[src/rtl/vend_pkg.sv]
// Shared definitions for the parametrised vending controller.
//   state_t     : controller states (ACCUM, VEND, CHANGE)
//   W_*         : coin weights in 5-cent units
//   onehot_idx  : index of the single set bit of a vector, -1 if not one-hot
package vend_pkg;

   typedef enum logic [1:0] {
      ACCUM  = 2'd0,
      VEND   = 2'd1,
      CHANGE = 2'd2
   } state_t;

   localparam int W_NICKEL  = 1;
   localparam int W_DIME    = 2;
   localparam int W_QUARTER = 5;

   // Returns the bit position when exactly one bit is set, otherwise -1.
   function automatic int onehot_idx(input logic [31:0] vec);
      int idx;
      int cnt;
      idx = 0;
      cnt = 0;
      for (int k = 0; k < 32; k++) begin
         if (vec[k]) begin
            idx = k;
            cnt = cnt + 1;
         end else begin
            idx = idx;
         end
      end
      if (cnt == 1) begin
         return idx;
      end else begin
         return -1;
      end
   endfunction

endpackage

[src/rtl/vend_units_to_bcd.sv]
// Converts an amount in 5-cent units to two BCD digits of cents.
// Ports:
//   units_i : amount in units (units*5 must not exceed 95)
//   bcd_o   : {tens, ones} BCD cents
module vend_units_to_bcd #(
   parameter int W = 5
) (
   input  logic [W-1:0] units_i,
   output logic [7:0]   bcd_o
);

   logic [7:0] cents_s;
   logic [7:0] tens_s;
   logic [7:0] ones_s;

   // Scale to cents and split into decimal digits.
   always_comb begin
      cents_s = 8'(units_i) * 8'd5;
      tens_s  = cents_s / 8'd10;
      ones_s  = cents_s - (tens_s * 8'd10);
      bcd_o   = (tens_s << 3'd4) | ones_s;
   end

endmodule

[src/rtl/vend_ctrl_param.sv]
// Parametrised vending controller: accumulates edge-detected coins up to a
// credit ceiling, vends the one-hot selected product when credit covers its
// price, then pays change back as dime/nickel pulses.
// Optional macro VEND_CANCEL_EN adds a 'cancel' input that refunds the whole
// credit as change without vending.
// Ports:
//   clk, clr     : clock, asynchronous active-high reset
//   coin[2:0]    : level sensors {quarter, dime, nickel}
//   sel          : product select switches (valid only when one-hot)
//   cancel       : refund request (only with VEND_CANCEL_EN)
//   disp_credit  : BCD cents of credit (ACCUM) or remaining change (VEND/CHANGE)
//   disp_price   : BCD cents of selected price, 8'h00 if sel not one-hot
//   vend_led     : one-hot dispensed product, held VEND_CYCLES cycles
//   chg_dime, chg_nickel, coin_rej : one-cycle pulses
//   busy         : high in VEND and CHANGE
module vend_ctrl_param
   import vend_pkg::*;
#(
   parameter int                         N_PROD      = 4,
   parameter int                         CREDIT_W    = 5,
   parameter int                         MAX_CREDIT  = 7,
   parameter logic [N_PROD*CREDIT_W-1:0] PRICES      = {5'd6, 5'd5, 5'd4, 5'd3},
   parameter int                         VEND_CYCLES = 4
) (
   input  logic              clk,
   input  logic              clr,
   input  logic [2:0]        coin,
   input  logic [N_PROD-1:0] sel,
`ifdef VEND_CANCEL_EN
   input  logic              cancel,
`endif
   output logic [7:0]        disp_credit,
   output logic [7:0]        disp_price,
   output logic [N_PROD-1:0] vend_led,
   output logic              chg_dime,
   output logic              chg_nickel,
   output logic              coin_rej,
   output logic              busy
);

   localparam int IDX_W = (N_PROD > 1) ? $clog2(N_PROD) : 1;
   localparam int VC_W  = (VEND_CYCLES > 1) ? $clog2(VEND_CYCLES + 1) : 1;
   localparam logic [VC_W-1:0]     VC_LOAD = VC_W'(VEND_CYCLES - 1);
   localparam logic [CREDIT_W:0]   MAX_U   = (CREDIT_W + 1)'(MAX_CREDIT);
   localparam logic [CREDIT_W-1:0] U_ONE   = CREDIT_W'(1);
   localparam logic [CREDIT_W-1:0] U_TWO   = CREDIT_W'(2);

   state_t              state_q, state_d;
   logic [CREDIT_W-1:0] credit_q, credit_d;
   logic [CREDIT_W-1:0] rem_q, rem_d;
   logic [IDX_W-1:0]    idx_q, idx_d;
   logic [VC_W-1:0]     vcnt_q, vcnt_d;
   logic [2:0]          coin_q;
   logic [N_PROD-1:0]   vend_led_q, vend_led_d;
   logic                chg_dime_q, chg_dime_d;
   logic                chg_nickel_q, chg_nickel_d;
   logic                coin_rej_q, coin_rej_d;
   logic                busy_q, busy_d;

   logic [2:0]          edge_s;
   logic                any_edge_s;
   logic                multi_s;
   logic [2:0]          weight_s;
   logic [CREDIT_W:0]   sum_s;
   int                  sel_idx_s;
   logic                sel_ok_s;
   logic [CREDIT_W-1:0] price_sel_s;
   logic [CREDIT_W-1:0] disp_units_s;

`ifdef VEND_CANCEL_EN
   logic                cancel_q;
   logic                cancel_edge_s;
   assign cancel_edge_s = cancel & ~cancel_q;
`endif

   // Coin edge detection and weight of a single edge.
   always_comb begin
      edge_s     = coin & ~coin_q;
      any_edge_s = (edge_s != 3'd0);
      // More than one bit set: clearing the lowest set bit leaves something.
      multi_s    = ((edge_s & (edge_s - 3'd1)) != 3'd0);
      case (edge_s)
         3'b001:  weight_s = 3'(W_NICKEL);
         3'b010:  weight_s = 3'(W_DIME);
         3'b100:  weight_s = 3'(W_QUARTER);
         default: weight_s = 3'd0;
      endcase
      sum_s = {1'b0, credit_q} + (CREDIT_W + 1)'(weight_s);
   end

   // Selected product index and price lookup; price 0 when sel is not one-hot.
   always_comb begin
      sel_idx_s   = onehot_idx(32'(sel));
      sel_ok_s    = (sel_idx_s >= 0);
      price_sel_s = '0;
      for (int p = 0; p < N_PROD; p++) begin
         if (sel_idx_s == p) begin
            price_sel_s = PRICES[p*CREDIT_W +: CREDIT_W];
         end else begin
            price_sel_s = price_sel_s;
         end
      end
   end

   // Next-state, datapath and registered-output decisions.
   always_comb begin
      state_d    = state_q;
      credit_d   = credit_q;
      rem_d      = rem_q;
      idx_d      = idx_q;
      vcnt_d     = vcnt_q;
      coin_rej_d = 1'b0;
      case (state_q)
         ACCUM: begin
            if (multi_s) begin
               coin_rej_d = 1'b1;
            end else if (any_edge_s) begin
               // No saturation: an over-limit coin is refused whole.
               if (sum_s <= MAX_U) begin
                  credit_d = sum_s[CREDIT_W-1:0];
               end else begin
                  coin_rej_d = 1'b1;
               end
            end
`ifdef VEND_CANCEL_EN
            else if (cancel_edge_s && (credit_q != '0)) begin
               rem_d    = credit_q;
               credit_d = '0;
               state_d  = CHANGE;
            end
`endif
            else if (sel_ok_s && (credit_q >= price_sel_s)) begin
               rem_d    = credit_q - price_sel_s;
               idx_d    = IDX_W'(sel_idx_s);
               vcnt_d   = VC_LOAD;
               credit_d = '0;
               state_d  = VEND;
            end else begin
               state_d = ACCUM;
            end
         end
         VEND: begin
            coin_rej_d = any_edge_s;
            if (vcnt_q == '0) begin
               credit_d = '0;
               if (rem_q != '0) begin
                  state_d = CHANGE;
               end else begin
                  state_d = ACCUM;
               end
            end else begin
               vcnt_d = vcnt_q - VC_W'(1);
            end
         end
         CHANGE: begin
            coin_rej_d = any_edge_s;
            if (rem_q >= U_TWO) begin
               rem_d = rem_q - U_TWO;
            end else if (rem_q == U_ONE) begin
               rem_d = '0;
            end else begin
               rem_d = '0;
            end
            if (rem_d == '0) begin
               credit_d = '0;
               state_d  = ACCUM;
            end else begin
               state_d = CHANGE;
            end
         end
         default: begin
            state_d  = ACCUM;
            credit_d = '0;
            rem_d    = '0;
         end
      endcase

      // Outputs describe the cycle being entered, so they line up with state_q.
      busy_d       = (state_d != ACCUM);
      chg_dime_d   = (state_d == CHANGE) && (rem_d >= U_TWO);
      chg_nickel_d = (state_d == CHANGE) && (rem_d == U_ONE);
      if (state_d == VEND) begin
         vend_led_d = N_PROD'(1) << idx_d;
      end else begin
         vend_led_d = '0;
      end
   end

   // State, datapath and output registers.
   always_ff @(posedge clk or posedge clr) begin
      if (clr) begin
         state_q      <= ACCUM;
         credit_q     <= '0;
         rem_q        <= '0;
         idx_q        <= '0;
         vcnt_q       <= '0;
         coin_q       <= 3'd0;
         vend_led_q   <= '0;
         chg_dime_q   <= 1'b0;
         chg_nickel_q <= 1'b0;
         coin_rej_q   <= 1'b0;
         busy_q       <= 1'b0;
`ifdef VEND_CANCEL_EN
         cancel_q     <= 1'b0;
`endif
      end else begin
         state_q      <= state_d;
         credit_q     <= credit_d;
         rem_q        <= rem_d;
         idx_q        <= idx_d;
         vcnt_q       <= vcnt_d;
         coin_q       <= coin;
         vend_led_q   <= vend_led_d;
         chg_dime_q   <= chg_dime_d;
         chg_nickel_q <= chg_nickel_d;
         coin_rej_q   <= coin_rej_d;
         busy_q       <= busy_d;
`ifdef VEND_CANCEL_EN
         cancel_q     <= cancel;
`endif
      end
   end

   // Credit display source: remaining change once a transaction is running.
   always_comb begin
      if (state_q == ACCUM) begin
         disp_units_s = credit_q;
      end else begin
         disp_units_s = rem_q;
      end
   end

   vend_units_to_bcd #(.W(CREDIT_W)) u_bcd_credit (
      .units_i (disp_units_s),
      .bcd_o   (disp_credit)
   );

   vend_units_to_bcd #(.W(CREDIT_W)) u_bcd_price (
      .units_i (price_sel_s),
      .bcd_o   (disp_price)
   );

   assign vend_led   = vend_led_q;
   assign chg_dime   = chg_dime_q;
   assign chg_nickel = chg_nickel_q;
   assign coin_rej   = coin_rej_q;
   assign busy       = busy_q;

endmodule

[config.mk]
export PLATFORM = sky130hd
export DESIGN_NAME = vend_ctrl_param
export DESIGN_NICKNAME = d
export VERILOG_FILES = /design/src/rtl/vend_pkg.sv /design/src/rtl/vend_units_to_bcd.sv /design/src/rtl/vend_ctrl_param.sv
export SDC_FILE = /design/constraint.sdc
export NUM_CORES = 1
export LEC_CHECK = 0
export ABC_AREA = 0
export CAP_MARGIN = 5
export CELL_PAD_IN_SITES_DETAIL_PLACEMENT = 0
export CELL_PAD_IN_SITES_GLOBAL_PLACEMENT = 2
export CORE_ASPECT_RATIO = 0.7
export CORE_UTILIZATION = 36
export CTS_BUF_LIST = sky130_fd_sc_hd__clkbuf_8
export CTS_CLUSTER_DIAMETER = 120
export CTS_CLUSTER_SIZE = 16
export DETAILED_ROUTE_END_ITERATION = 10
export PLACE_DENSITY_LB_ADDON = 0.25
export SLEW_MARGIN = 30
export SYNTH_ARGS = -nofsm -noshare
export SYNTH_HDL_FRONTEND = slang
export SYNTH_SLANG_ARGS = --single-unit
[constraint.sdc]
create_clock -name clk -period 11.3 [get_ports clk]
set_clock_uncertainty 0.15 [all_clocks]
set_input_delay 2.26 -clock clk [delete_from_list [all_inputs] [get_ports clk]]
set_output_delay 2.26 -clock clk [all_outputs]
set_load 0.005 [all_outputs]
Yosys cells after proc, flatten, opt, wreduce, memory -nomap -nowiden
Cells that the tools add are included.
- $add $sub $neg: 10
- multiply operators: 4
- divide/modulo/power cells: 2
- $lt $le $gt $ge: 5
- eq/ne operators: 20
- shifts and indexed selects: 1
- mux-type cells: 48
- bitwise logic cells: 5
- reduce and logical (&&, ||, !) cells: 15
- operators by type and width (kind ; count):
    two-way mux 32 bit ; 6
    adder 32 x 2 -> 32 bit, second input constant ; 3
    two-way mux 5 bit ; 15
    equality test 32 x 2 -> 1 bit, second input constant ; 2
    equality test 32 x 3 -> 1 bit, second input constant ; 2
    >= comparator 32 x 1 -> 1 bit, second input constant ; 1
    zero test 32 bit ; 1
    case mux 5 bit (3 select lines) ; 2
    two-way mux 2 bit ; 10
    divider 8 x 4 -> 8 bit, second input constant ; 2
    multiplier 5 x 3 -> 8 bit, second input constant ; 2
    multiplier 8 x 3 -> 7 bit, second input constant ; 2
    bitwise OR 8 bit ; 2
    subtractor 8 bit ; 2
    two-way mux 3 bit ; 4
    != test 2 bit, second input constant ; 6
    >= comparator 5 x 2 -> 1 bit, second input constant ; 2
    AND reduction 5 bit ; 2
    case mux 3 bit (3 select lines) ; 1
    adder 5 x 3 -> 6 bit ; 1
    bitwise AND 3 bit ; 2
    less-or-equal comparator 6 x 3 -> 1 bit, second input constant ; 1
    two-way mux 1 bit ; 6
    != test 3 bit, second input constant ; 2
    24 further kinds ; 31
- register bits: 28
- input bits: 9
- output and inout port bits: 24
- word-level logic and storage cells: 121

Longest topological paths before layout
Gate-level depths: netlist of run 1.
- word-level depth: 22
- gate-level depth with buffers: 30
- gate-level depth less buffers: 28

Cells and area by module
From an unflattened synthesis of run 1, not the netlist that was laid out.
- cell total of the unflattened synthesis: 552
- area total of the unflattened synthesis: 4431.8 um2
- modules (own cells, without submodules) (module ; times used ; cells each ; area each (um2) ; seq. area each (um2)):
    vend_ctrl_param ; 1 ; 229 ; 2058.2 ; 700.7
    vend_units_to_bcd at u_bcd_price ; 1 ; 190 ; 1342.5 ; 0.0
    vend_units_to_bcd at u_bcd_credit ; 1 ; 133 ; 1031.0 ; 0.0

Worst setup path before layout of run 1
Ideal clock, no wire load.
- kind: register to output
- start point: register state_q[1]
- end point: output port disp_credit[7]
- arrival time: 6.300 ns
- data required time: 8.890 ns
- slack: 2.590 ns
- stages on the path, launching flop included: 29
- path buffers: 2
- cells stage by stage: dfrtp_1 inv_1 ha_1 clkbuf_1 mux2_2 ha_1 ha_1 a211oi_1 nor2_1 xnor2_1 inv_1 ha_1 nand3_1 o21ai_0 nand2_1 and3_1 buf_2 or4b_4 a31oi_4 inv_1 ha_1 ha_1 inv_1 fa_1 ha_1 a221o_1 o21ai_0 xnor2_1 nand2b_1
- word-level cells in the longest chain between the ends: 7
- ends and longest elaborated chain (what ; line ; RTL):
    start, declared ; vend_ctrl_param.sv:48 ; state_t state_q, state_d;
    start signal, assigned ; vend_ctrl_param.sv:207 ; state_q <= state_d;
    zero test 2 bit (*) ; vend_ctrl_param.sv:226 ; if (state_q == ACCUM) begin
    two-way mux 5 bit (*) ; vend_ctrl_param.sv:226 ;
    multiplier 5 x 3 -> 8 bit (*) ; vend_units_to_bcd.sv:18 ; cents_s = 8'(units_i) * 8'd5;
    divider 8 x 4 -> 8 bit ; vend_units_to_bcd.sv:19 ; tens_s = cents_s / 8'd10;
    multiplier 8 x 3 -> 7 bit ; vend_units_to_bcd.sv:20 ; ones_s = cents_s - (tens_s * 8'd10);
    subtractor 8 bit ; vend_units_to_bcd.sv:20 ;
    bitwise OR 8 bit (*) ; vend_units_to_bcd.sv:21 ; bcd_o = (tens_s << 3'd4) | ones_s;
    end, declared ; vend_ctrl_param.sv:32 ; output logic [7:0] disp_credit,
Mark *: on every way between the ends. The rest lies on a longest branch, timed or not.

Worst setup path in the final report of run 1
Ends and elaborated chain as after synthesis.

==> impl_metrics.yaml, run 1 <==
clock_tree:
  cts_buffers: 3
  clockBufferDepth: 2
  post_cts_resized: 0
  cts_tree: "done"
  hold_buffers: 0
  post_cts_buffers: 0
  htreeDepth: 1
  path_clk_slew_ns: 0.10
  clock_sinks: 28
  clockRootBuffer: "clkbuf_8"
  insertion_delay_ns: 0.29
sta:
  max-slew-margin-rel_pct: 48.9
  tightest_slew_ns: 0.763
  finalSetupViolations: 0
  finalCritPeriodShare_pct: 91.0
  hold_viol: 0
  grt_setup_unrepaired: "no"
  slew_viol_final: 0
  fin_crit_ns: 10.28
  holdWs_ns: 0.386
  setup_tns_ns: 0
  maxClockFrequency_mhz: 97.2
yosys:
  yosysTopAreaCellShare_pct: 22.4
  ys_top_cells_by_area: "dfrtp_1 22%, ha_1 15%, nor2_1 4.2%, inv_1 4.1%, o21ai_0 3.5%"
  synth_warnings: 0
  ys_top_cells_by_count: "37 x ha_1, 35 x nor2_1, 34 x inv_1, 28 x dfrtp_1, 27 x nand2_1"
  synth_area_um2: 3130
  ys_ff_latch: 28
  synth_cell_types: 70
  synth-edff-count: 0
  ys_async_sr_fraction_pct: 100
  yosysSeqAreaShare_pct: 22.4
  yosys.area.top_type: "dfrtp_1"
  synth_cells: 382
  synth_ff_type: "dfrtp_1"
  syn_area_per_cell_um2: 8.20
  synthMostInstantiatedCell: "ha_1"
drt:
  wirelength_um: 7530
  dr.pass1.iters: 4
  wl_per_cell_um: 14.5
  drt_iter0_drc: 175
  drc: 0
  ant_nets: 0
  num_vias: 2584
  viasPerCell: 4.97
die:
  core_area_um2: 8440
  die_w_um: 113
  die_y_um: 80.0
  initial_utilization_pct: 37.1
  ios: 33
  rows: 28
  dieArea_um2: 9080
power:
  ir_worst_vdd_mv: 0.205
  power.leakage_nw: 1.62
  pwr_density_cell_nw_per_um2: 301
global_route:
  groute.usage.overall_pct: 18.1
  grt_max_degree: 29
  antenna_found_initial: 0
  grt-ovfl-total: 0
  grt_pass1_wl_um: 12700
  grt_pass1_vias: 2435
cells_and_area:
  fin_nets: 453
  drive_above_1_share_pct: 7.00
  syn_to_final_growth_pct: 13.1
  diodes: 0
placed_design:
  gp_congestion: 0.830
  io_buffers: 30
  dp_hpwl_um: 6000
setup_path:
  worst_path_most_repeated_cell: "ha_1"
  worst_setup_path_end_kind: "primary output"
  critPathRequiredTime_ns: 8.89
  slowest_delay_ns: 0.61
  path_max_fanout: 14
  critPathSlowestCell: "ha_1"
  cp-start-kind: "flip-flop"
  path_class: "flip-flop to primary output"
  arrival_ns: 7.87
worst_hold_path:
  hold_class: "flip-flop to flip-flop"
flow_run:
  cap_violations: 0
outcome:
  outcome: "finished, final reports clean"
[registers in the layout, indices dropped and copies added, names as in the netlist]
name and flops:
idx_q 2, coin_q 3, vcnt_q 3, rem_q 5, coin_rej 1, state_q 2, chg_dime 1, credit_q 5
vend_led 4, chg_nickel 1, busy 1
[worst paths after layout]
path	start	end	slack (ns)	cells past startpoint
worst min-delay path	idx_q[0]$_DFF_PP0_	idx_q[0]$_DFF_PP0_	0.39	1
worst min register to register	idx_q[0]$_DFF_PP0_	idx_q[0]$_DFF_PP0_	0.39	1
min in group asynchronous	clr	state_q[1]$_DFF_PP0_	2.19	3
max in group asynchronous	clr	credit_q[3]$_DFFE_PP0P_	8.51	3
worst max-delay path	state_q[1]$_DFF_PP0_	disp_credit[7]	1.02	28
worst max register to register	state_q[1]$_DFF_PP0_	vend_led[1]$_DFF_PP0_	8.08	8
[per-layer routing]
layer / wire, µm / vias up / global-route usage (%)
met3: 211 / 2 / 3.26
met4: 21 / 0 / 1.58
met2: 2870 / 28 / 25.6
met5: 0 / - / 0
li1: - / 1373 / -
met1: 4430 / 1181 / 28.5
[cells by family after synthesis]
family	after synthesis	share of synthesized area, %
multiplexers	7	2.80
XOR/XNOR	17	4.76
adder cells (fa/ha/maj)	44	18.6
AO/OA/AOI/OAI	96	20.9
flip-flops	28	22.4
other	1	0.120
AND/OR/NAND/NOR	137	23.3
buffers and inverters	52	7.11
[placed cells by master (no fill, tap or decap), types with 3 or more instances in the layout]
| cell | synthesis | layout |
|---|---|---|
| xnor2_1 | 10 | 10 |
| and2_1 | 3 | 3 |
| a31oi_1 | 4 | 4 |
| nor2b_1 | 12 | 12 |
| fa_1 | 5 | 5 |
| a21o_1 | 7 | 7 |
| o21ai_1 | 8 | 8 |
| clkbuf_8 | 0 | 3 |
| a21oi_1 | 21 | 21 |
| dfrtp_1 | 28 | 28 |
| xor2_1 | 7 | 7 |
| inv_1 | 34 | 34 |
| nand3_1 | 11 | 11 |
| ha_1 | 37 | 37 |
| o31ai_1 | 3 | 3 |
| o211ai_1 | 3 | 3 |
| nand2_1 | 27 | 27 |
| mux2_2 | 4 | 4 |
| clkdlybuf4s50_1 | 0 | 30 |
| and3_1 | 6 | 6 |
| nor2_1 | 35 | 35 |
| nand2b_1 | 14 | 14 |
| nor3b_1 | 3 | 3 |
| o21ai_0 | 22 | 22 |
| nor3_1 | 8 | 8 |
[worst max-delay path, delay by kind of cell, from the launching register on]
family,cells,cell delay [ns]
DFF,1,0.44
adders and majority gates,8,2.90
xor gates and xnor gates,2,0.41
and+or+nand+nor,6,1.12
AOI/OAI and AO/OA,5,1.23
muxes,1,0.49
buffers and inverters,6,0.99
[area by class of cell]
cell class	count	area (µm²)
well taps	120	150
fillers	882	4900
flip-flops and latches	28	701
multi-input cells	303	2210
inverters	35	131
clock buffers	3	41.3
repair buffers	31	308
[through the flow]
stage	area (µm²)	cells	utilization [%]	power [W]	setup slack, ns
after CTS	3540	520	42.0	0.00107	1.06
after global routing	3540	520	42.0	0.00119	0.417
after global placement	3500	517	41.5	0.00102	1.60
final	3540	520	42.0	0.00107	1.02
after detailed placement	3500	517	41.5	0.00101	1.42
after floorplan	3130	383	-	0.000696	2.59
[report_power, final]
group / leakage (nW) / switching [W] / internal, W
clock network: 0.0216 / 0.0000325 / 0.0000241
logic: 1.24 / 0.000420 / 0.000438
registers: 0.356 / 0.0000270 / 0.000124
total: 1.62 / 0.000480 / 0.000586
Power figures use the tool's default switching activity.
==> inputs of run 2 (changes only) <==
--- a/config.mk
+++ b/config.mk
@@ -15,6 +15,7 @@
 export CTS_CLUSTER_DIAMETER = 120
 export CTS_CLUSTER_SIZE = 16
 export DETAILED_ROUTE_END_ITERATION = 10
+export MAX_ROUTING_LAYER = met4
 export PLACE_DENSITY_LB_ADDON = 0.25
 export SLEW_MARGIN = 30
 export SYNTH_ARGS = -nofsm -noshare
==> impl_metrics.yaml, run 2 (synthesis results as in run 1) <==
placed_design:
  gp_congestion: 0.843
  io_buffers: 30
  dp_hpwl_um: 6000
  dp_slack_ns: 1.42
  place_area_um2: 3500
sta:
  max-slew-margin-rel_pct: 48.7
  hold_viol: 0
  maxClockFrequency_mhz: 97.3
  worst_slack_ns: 1.02
  tightest_slew_ns: 0.766
  setup_tns_ns: 0
  slew_viol_final: 0
  finalCritPeriodShare_pct: 91.0
  grt_setup_unrepaired: "no"
  finalSetupViolations: 0
  fin_crit_ns: 10.28
cells_and_area:
  design_area_um2: 3540
  diodes: 0
  fin_nets: 453
  final_cell_mix: "37 x ha_1, 35 x nor2_1, 34 x inv_1, 30 x clkdlybuf4s50_1, 28 x dfrtp_1"
  final_common_cell: "ha_1"
  drive_above_1_share_pct: 7.00
  final_core_util_pct: 42.0
  syn_to_final_growth_pct: 13.1
setup_path:
  worst_setup_path_end_kind: "primary output"
  cp-start-kind: "flip-flop"
  path_class: "flip-flop to primary output"
  r2r_setup_slack_ns: 8.08
  critPathRequiredTime_ns: 8.89
  crit_family: "adder cells"
  slowest_delay_ns: 0.61
  arrival_ns: 7.87
  setup.worst_path.start: "state_q[1]$_DFF_PP0_"
  path_max_fanout: 14
  worst_path_most_repeated_cell: "ha_1"
  critPathSlowestCell: "ha_1"
  reg2reg_from: "state_q[1]$_DFF_PP0_"
  crit_cells: 28
  path_buf_inv: 6
  reg2reg_depth: 8
  rr_endpoint: "vend_led[1]$_DFF_PP0_"
  crit_end: "disp_credit[7]"
global_route:
  groute.usage.overall_pct: 18.6
  grt_pass1_vias: 2433
  grt-ovfl-total: 0
  antenna_found_initial: 0
  grt_pass1_wl_um: 12700
  grt_max_degree: 29
die:
  ios: 33
  die_w_um: 113
  core_area_um2: 8440
  initial_utilization_pct: 37.1
  rows: 28
  die_y_um: 80.0
  dieArea_um2: 9080
clock_tree:
  clock_sinks: 28
  hold_buffers: 0
  clockBufferDepth: 2
  cts_tree: "done"
  clockRootBuffer: "clkbuf_8"
  post_cts_buffers: 0
  path_clk_slew_ns: 0.10
  post_cts_resized: 0
  cts_buffers: 3
  insertion_delay_ns: 0.29
  htreeDepth: 1
worst_hold_path:
  hold_path_depth: 1
  hold_class: "flip-flop to flip-flop"
power:
  power.leakage_nw: 1.62
  ir_worst_vdd_mv: 0.205
  pwr_density_cell_nw_per_um2: 301
drt:
  num_vias: 2581
  ant_nets: 0
  viasPerCell: 4.96
  dr.pass1.iters: 4
  wirelength_um: 7540
  drt_iter0_drc: 171
  wl_per_cell_um: 14.5
  drc: 0
outcome:
  outcome: "finished, final reports clean"
flow_run:
  cap_violations: 0
-- run 2: power by group --
part	internal, W	leakage [nW]	total (W)	switching, W
combinational	0.000438	1.24	0.000858	0.000420
clock	0.0000241	0.0216	0.0000566	0.0000326
sequential	0.000124	0.356	0.000151	0.0000270
total	0.000586	1.62	0.00107	0.000480
-- run 2: final cells by class --
class	count	area, µm²
Timing Repair Buffer	31	308
Fill cell	882	4900
Sequential cell	28	701
Tap cell	120	150
Clock buffer	3	41.3
Multi-Input combinational cell	303	2210
Inverter	35	131
-- run 2: how the worst min path moves through the flow --
stage | slack, ns | endpoint | startpoint
floorplan | 0.33 | idx_q[0]$_DFF_PP0_ | idx_q[0]$_DFF_PP0_
global placement | 0.35 | idx_q[0]$_DFF_PP0_ | idx_q[0]$_DFF_PP0_
detailed placement | 0.37 | idx_q[0]$_DFF_PP0_ | idx_q[0]$_DFF_PP0_
CTS | 0.39 | idx_q[0]$_DFF_PP0_ | idx_q[0]$_DFF_PP0_
global route | 0.42 | idx_q[0]$_DFF_PP0_ | idx_q[0]$_DFF_PP0_
finish | 0.39 | idx_q[0]$_DFF_PP0_ | idx_q[0]$_DFF_PP0_
-- run 2: per-layer routing --
layer | global-route usage [%] | vias up | part of all wire, %
li1 | - | 1372 | -
met1 | 28.6 | 1179 | 59
met2 | 25.5 | 28 | 38
met3 | 3.26 | 2 | 2.8
met4 | 1.58 | 0 | 0.29
met5 | - | - | 0
-- run 2: per-stage QoR --
| stage | power, W | hold slack, ns | std cells |
|---|---|---|---|
| final | 0.00107 | 0.386 | 520 |
| after floorplan | 0.000696 | 0.334 | 383 |
| after CTS | 0.00107 | 0.392 | 520 |
| after global placement | 0.00102 | 0.351 | 517 |
| after detailed placement | 0.00101 | 0.366 | 517 |
| after global routing | 0.00119 | 0.416 | 520 |
==> RTL change 1: new RTL, settings of run 2 <==
Build with the macro `VEND_CANCEL_EN` defined.
--- a/src/rtl/vend_ctrl_param.sv
+++ b/src/rtl/vend_ctrl_param.sv
@@ -13,6 +13,8 @@
 //   vend_led     : one-hot dispensed product, held VEND_CYCLES cycles
 //   chg_dime, chg_nickel, coin_rej : one-cycle pulses
 //   busy         : high in VEND and CHANGE
+`define VEND_CANCEL_EN
+
 module vend_ctrl_param
    import vend_pkg::*;
 #(
Interface: changed (added cancel); port bits go from 33 to 34. No check against the original RTL was run, so the function may have changed too.
==> RTL change 1 against run 2 <==
Sequential cell count is 1 higher. Design area is 7.8% higher. Synthesized area is 7.2% higher. Via count is 21% higher. Setup slack better by 170 ps. Critical path depth is 3 lower. Wire length is 19% higher. Fmax is 1.7% higher. Sequential share of layout area is 0.78 points lower. Largest cell class unchanged.
Power is left out: the tool's default activity adds up to more than one toggle a clock period on the data nets, which glitch-free logic cannot reach.
==> RTL change 1: results (changes against run 2) <==
stage,metric,value,unit,change
global_route,largest net degree at the start of global routing,30,,+3.4%
yosys,"FFs w/ async S/R, synth",1.00,,unchanged
global_route,grt met3 use,0.0383,,+0.00560
worst_setup_path,CP Launch Point,state_q[0]$_DFF_PP0_,,
clocking,Max H-tree Level,2,,+1
status,outcome,completed,,
min_path,worst hold start,vcnt_q[2]$_DFFE_PP0P_,,
worst_setup_path,CP max stage cell,fa_1,,
detailed_routing,routed vias,3133,,+21%
layout,fill count,937,,+6.2%
place,Port Buf Inserts,29,,-3.3%
detailed_routing,Routed WL,8950,microns,+19%
detailed_routing,drt first pass iters,5,,+1
place,Final GP Congestion,0.857,,+1.7%
worst_setup_path,Worst Path Arrival,7700,ps,-170 ps
global_route,initial antenna violation count,0,,unchanged
clocking,total CTS buffers,5,,+2
yosys,"Seq/Total Area, Yosys",0.216,,-0.00765
global_route,first-pass GRT wire length,14400,microns,+13%
worst_setup_path,Crit Path Max Fanout,15,,+1
worst_setup_path,"Largest stage delay, worst path",650,ps,+40 ps
global_route,GRT Overall Usage,0.197,,+0.0109
clocking,clk buf depth,2,,unchanged
global_route,M2 GR Usage,0.240,,-0.0150
global_route,met1 GRT Util,0.314,,+0.0285
clocking,CTS-repair resized insts,0,,unchanged
yosys,count of cell types in the netlist,67,,-4.3%
detailed_routing,1st-iter DRT viols,292,,+71%
layout,fraction of final layout cells sized beyond drive strength 1,0.0598,,-0.0102
layout,Final #Nets,484,,+6.8%
worst_setup_path,reg-to-reg startpoint,coin_q[1]$_DFF_PP0_,,
clocking,clock slew at reported path FFs,80,ps,-20 ps
timing,Rel. slew slack,0.528,,+0.0411
place,post-DP HPWL,7040,microns,+17%
yosys,top post-synthesis cells by count,"38 x nor2_1, 36 x ha_1, 33 x inv_1",,
global_route,vias in the first global route,2714,,+12%
yosys,top post-synthesis cells by area,"dfrtp_1 22%, ha_1 13%, nor2_1 4.2%, o21ai_0 4.0%, xnor2_1 3.9%",,
## RTL change 1: worst paths after layout
path	to	slack, ps	cells after the start
max in group asynchronous	credit_q[2]$_DFFE_PP0P_	8510	3
min in group asynchronous	busy$_DFF_PP0_	2200	3
worst min-delay path	vcnt_q[2]$_DFFE_PP0P_	380	1
worst max-delay path	disp_credit[6]	1190	25
worst max register to register	credit_q[0]$_DFFE_PP0P_	8220	10
worst min register to register	vcnt_q[2]$_DFFE_PP0P_	380	1
## RTL change 1: through the flow
stage | instance area, sq um | cells | hold slack [ps] | setup WS [ps] | utilization
4_1_cts | 3820 | 559 | 385 | 1260 | 0.421
6_report | 3820 | 559 | 379 | 1190 | 0.421
2_1_floorplan | 3370 | 420 | 308 | 3030 | -
3_3_place_gp | 3700 | 551 | 337 | 1860 | 0.408
3_5_place_dp | 3700 | 551 | 371 | 1600 | 0.408
5_1_grt | 3820 | 559 | 409 | 529 | 0.421
## RTL change 1: critical path, delay by kind of cell, from the launching register on
kind | cells | cell delay, ps
mux | 1 | 470
xor+xnor | 3 | 630
compound gates | 8 | 1890
buf+inv | 4 | 850
simple gates | 3 | 920
flops | 1 | 420
fa+ha+maj | 6 | 2230
## RTL change 1: metal layers
layer / up-vias / wire length [microns]
met5: - / 0
met1: 1488 / 5180
met4: 0 / 42
met2: 97 / 3240
li1: 1542 / -
met3: 6 / 489
## RTL change 1: kinds of logic (layout without fill, tap and decap cells)
| kind of cell | count (synthesis) | count (layout) | share of synthesized area |
|---|---|---|---|
| fa+ha+maj | 42 | 42 | 0.164 |
| buf+inv | 59 | 74 | 0.0775 |
| flops | 29 | 29 | 0.216 |
| compound gates | 124 | 124 | 0.258 |
| xor+xnor | 20 | 20 | 0.0522 |
| other cells | 1 | 4 | 0.00112 |
| simple gates | 135 | 135 | 0.205 |
| mux | 7 | 7 | 0.0257 |
## RTL change 1: layout make-up
class,instances,share of cell area
Multi-Input combinational cell,332,0.624
Sequential cell,29,0.190
Timing Repair Buffer,32,0.0819
Tap cell,124,0.0406
Inverter,34,0.0334
Clock buffer,5,0.0180
Clock inverter,3,0.0121
==> RTL change 2: new RTL, settings of run 2 <==
Made on the original files. Put a register stage on the output `disp_credit`, cleared by the reset. The value now appears one clock later. The other outputs are not delayed to match.
--- a/src/rtl/vend_ctrl_param.sv
+++ b/src/rtl/vend_ctrl_param.sv
@@ -45,6 +45,8 @@
    localparam logic [CREDIT_W-1:0] U_ONE   = CREDIT_W'(1);
    localparam logic [CREDIT_W-1:0] U_TWO   = CREDIT_W'(2);
 
+   logic [7:0] disp_credit_d;
+
    state_t              state_q, state_d;
    logic [CREDIT_W-1:0] credit_q, credit_d;
    logic [CREDIT_W-1:0] rem_q, rem_d;
@@ -232,7 +234,7 @@
 
    vend_units_to_bcd #(.W(CREDIT_W)) u_bcd_credit (
       .units_i (disp_units_s),
-      .bcd_o   (disp_credit)
+      .bcd_o   (disp_credit_d)
    );
 
    vend_units_to_bcd #(.W(CREDIT_W)) u_bcd_price (
@@ -246,5 +248,13 @@
    assign coin_rej   = coin_rej_q;
    assign busy       = busy_q;
 
+   always_ff @(posedge clk or posedge clr) begin
+      if (clr) begin
+         disp_credit <= '0;
+      end else begin
+         disp_credit <= disp_credit_d;
+      end
+   end
+
 endmodule
 
Function: changed (a bounded check fails within 4 cycles, from zero or initial values).
==> RTL change 2 against run 2 <==
Wire length is 1.8% higher. Sequential cell count grew 8. Hold slack got worse by 38 ps. Core utilization increased by 1.1 points. First-iteration DRC count fell by 37%. Cell count fell by 1.2%. Design area grew 5.3%. Setup slack improved by 1100 ps. Combinational power increased by 5.0%. Total power grew 16%. Synthesized area grew 4.8%. Clock power rose by 100%. Via count increased by 2.4%. Largest power group unchanged.
==> RTL change 2: results (changes against run 2) <==
stage,metric,value,unit,change
global_route,M2 GR Usage,0.235,,-0.0201
worst_setup_path,R2R Path End,disp_credit[7]$_DFF_PP0_,,
yosys,"FFs w/ async S/R, synth",1.00,,unchanged
worst_setup_path,r2r setup slk,4100,ps,-3980 ps
min_path,Min-Delay Path Depth,2,,+1
global_route,first-pass GRT wire length,12800,microns,+0.11%
global_route,largest net degree at the start of global routing,37,,+28%
worst_setup_path,crit path kind,in2out,,
pwr,Leak,1.75,nW,+8.1%
worst_setup_path,reg-to-reg startpoint,state_q[0]$_DFF_PP0_,,
detailed_routing,wire length on met1,4500,microns,+1.4%
detailed_routing,Top Layer Used,met4,,
global_route,grt met3 use,0.0332,,+0.000560
worst_setup_path,CP max stage cell,clkdlybuf4s50_1,,
place,Port Buf Inserts,29,,-3.3%
detailed_routing,1st-iter DRT viols,108,,-37%
global_route,met1 GRT Util,0.291,,+0.00490
global_route,GRT Overall Usage,0.183,,-0.00242
min_path,hold endpoint,vcnt_q[0]$_DFFE_PP0P_,,
place,Final GP Congestion,0.799,,-5.2%
pwr,maximum vdd ir drop,137,uV,-33%
status,outcome,completed,,
timing,Worst-Margin Slew,679,ps,-87.0 ps
layout,Largest regs,"disp_credit x8, credit_q x5, rem_q x5",,
clocking,clk buf depth,2,,unchanged
worst_setup_path,Worst Path Arrival,6800,ps,-1070 ps
detailed_routing,routed vias,2642,,+2.4%
min_path,worst hold start,vcnt_q[0]$_DFFE_PP0P_,,
worst_setup_path,Crit Path Max Fanout,11,,-3
detailed_routing,metal2 WL,2830,microns,-1.3%
detailed_routing,met3 WL,306,microns,+46%
clocking,clock slew at reported path FFs,70,ps,-30 ps
yosys,"Seq/Total Area, Yosys",0.275,,+0.0509
global_route,initial antenna violation count,0,,unchanged
layout,fill count,889,,+0.79%
place,post-place instance area,3620,sq um,+3.5%
yosys,dominant synthesized flop cell,dfrtp_1,,
detailed_routing,drt first pass iters,4,,unchanged
layout,fraction of final layout cells sized beyond drive strength 1,0.0736,,+0.00360
clocking,Max H-tree Level,2,,+1
layout,final instance area,3730,sq um,+5.3%
yosys,top post-synthesis cells by area,"dfrtp_1 27%, ha_1 14%, inv_1 3.8%, a21oi_1 3.7%, xnor2_1 3.5%",,
clocking,total CTS buffers,5,,+2
place,post-DP HPWL,6110,microns,+1.9%
worst_setup_path,"Largest stage delay, worst path",570,ps,-40 ps
worst_setup_path,worst reg2reg path depth,26,,+18
layout,Final #Nets,445,,-1.8%
min_path,Hold Crit Class,reg2reg,,
clocking,CTS root buf,clkbuf_8,,
clocking,clk_lat worst skew,300,ps,
clocking,CTS-repair resized insts,0,,unchanged
detailed_routing,drt wl/cell,14.9,microns,+3.0%
clocking,setup bufs post-CTS,0,,unchanged
yosys,top post-synthesis cells by count,"38 x ha_1, 36 x dfrtp_1, 33 x inv_1",,
yosys,count of cell types in the netlist,68,,-2.9%
yosys,Synthesis Warnings,0,,unchanged
global_route,vias in the first global route,2464,,+1.3%
pwr,P_int,0.661,mW,+13%
-- RTL change 2: metrics by stage --
| step | hold slack (ps) | total power [mW] | utilization | setup slack [ps] | cells |
|---|---|---|---|---|---|
| 6_report | 348 | 1.23 | 0.431 | 2090 | 514 |
| 3_5_place_dp | 338 | 1.12 | 0.419 | 2100 | 506 |
| 4_1_cts | 355 | 1.24 | 0.431 | 2100 | 514 |
| 2_1_floorplan | 316 | 0.898 | - | 3580 | 371 |
| 3_3_place_gp | 336 | 1.11 | 0.419 | 2240 | 506 |
| 5_1_grt | 422 | 1.36 | 0.431 | 1750 | 514 |
-- RTL change 2: logic make-up (layout without fill, tap and decap cells) --
logic type                 after synthesis  count (layout)  synth area share
adders and majority gates               44              44             0.179
muxes                                    6               6            0.0233
buffers and inverters                   49              72            0.0732
and+or+nand+nor                        119             119             0.198
xor gates and xnor gates                17              17            0.0500
AOI/OAI and AO/OA                       97              97             0.201
other                                    1               3           0.00114
DFF                                     36              36             0.275
-- RTL change 2: worst max path at each step --
stage,start,end,slack (ps)
after CTS,sel[1],disp_price[5],2100
after floorplan,sel[0],disp_price[5],3580
after global placement,sel[1],disp_price[5],2240
final,sel[1],disp_price[5],2090
after global routing,sel[1],disp_price[5],1750
after detailed placement,sel[1],disp_price[5],2100
-- RTL change 2: power groups by stage --
stage	logic [mW]	registers [mW]	clock network (mW)
after global routing	1.01	0.223	0.123
after floorplan	0.688	0.211	0
after global placement	0.887	0.219	0
final	0.901	0.217	0.114
after CTS	0.901	0.217	0.118
after detailed placement	0.897	0.218	0
-- RTL change 2: layout make-up --
class | count | area share
clock buffers | 5 | 0.0185
clock inverters | 3 | 0.0104
inverters | 34 | 0.0342
multi-input cells | 286 | 0.575
flip-flops and latches | 36 | 0.242
well taps | 120 | 0.0403
repair buffers | 30 | 0.0798
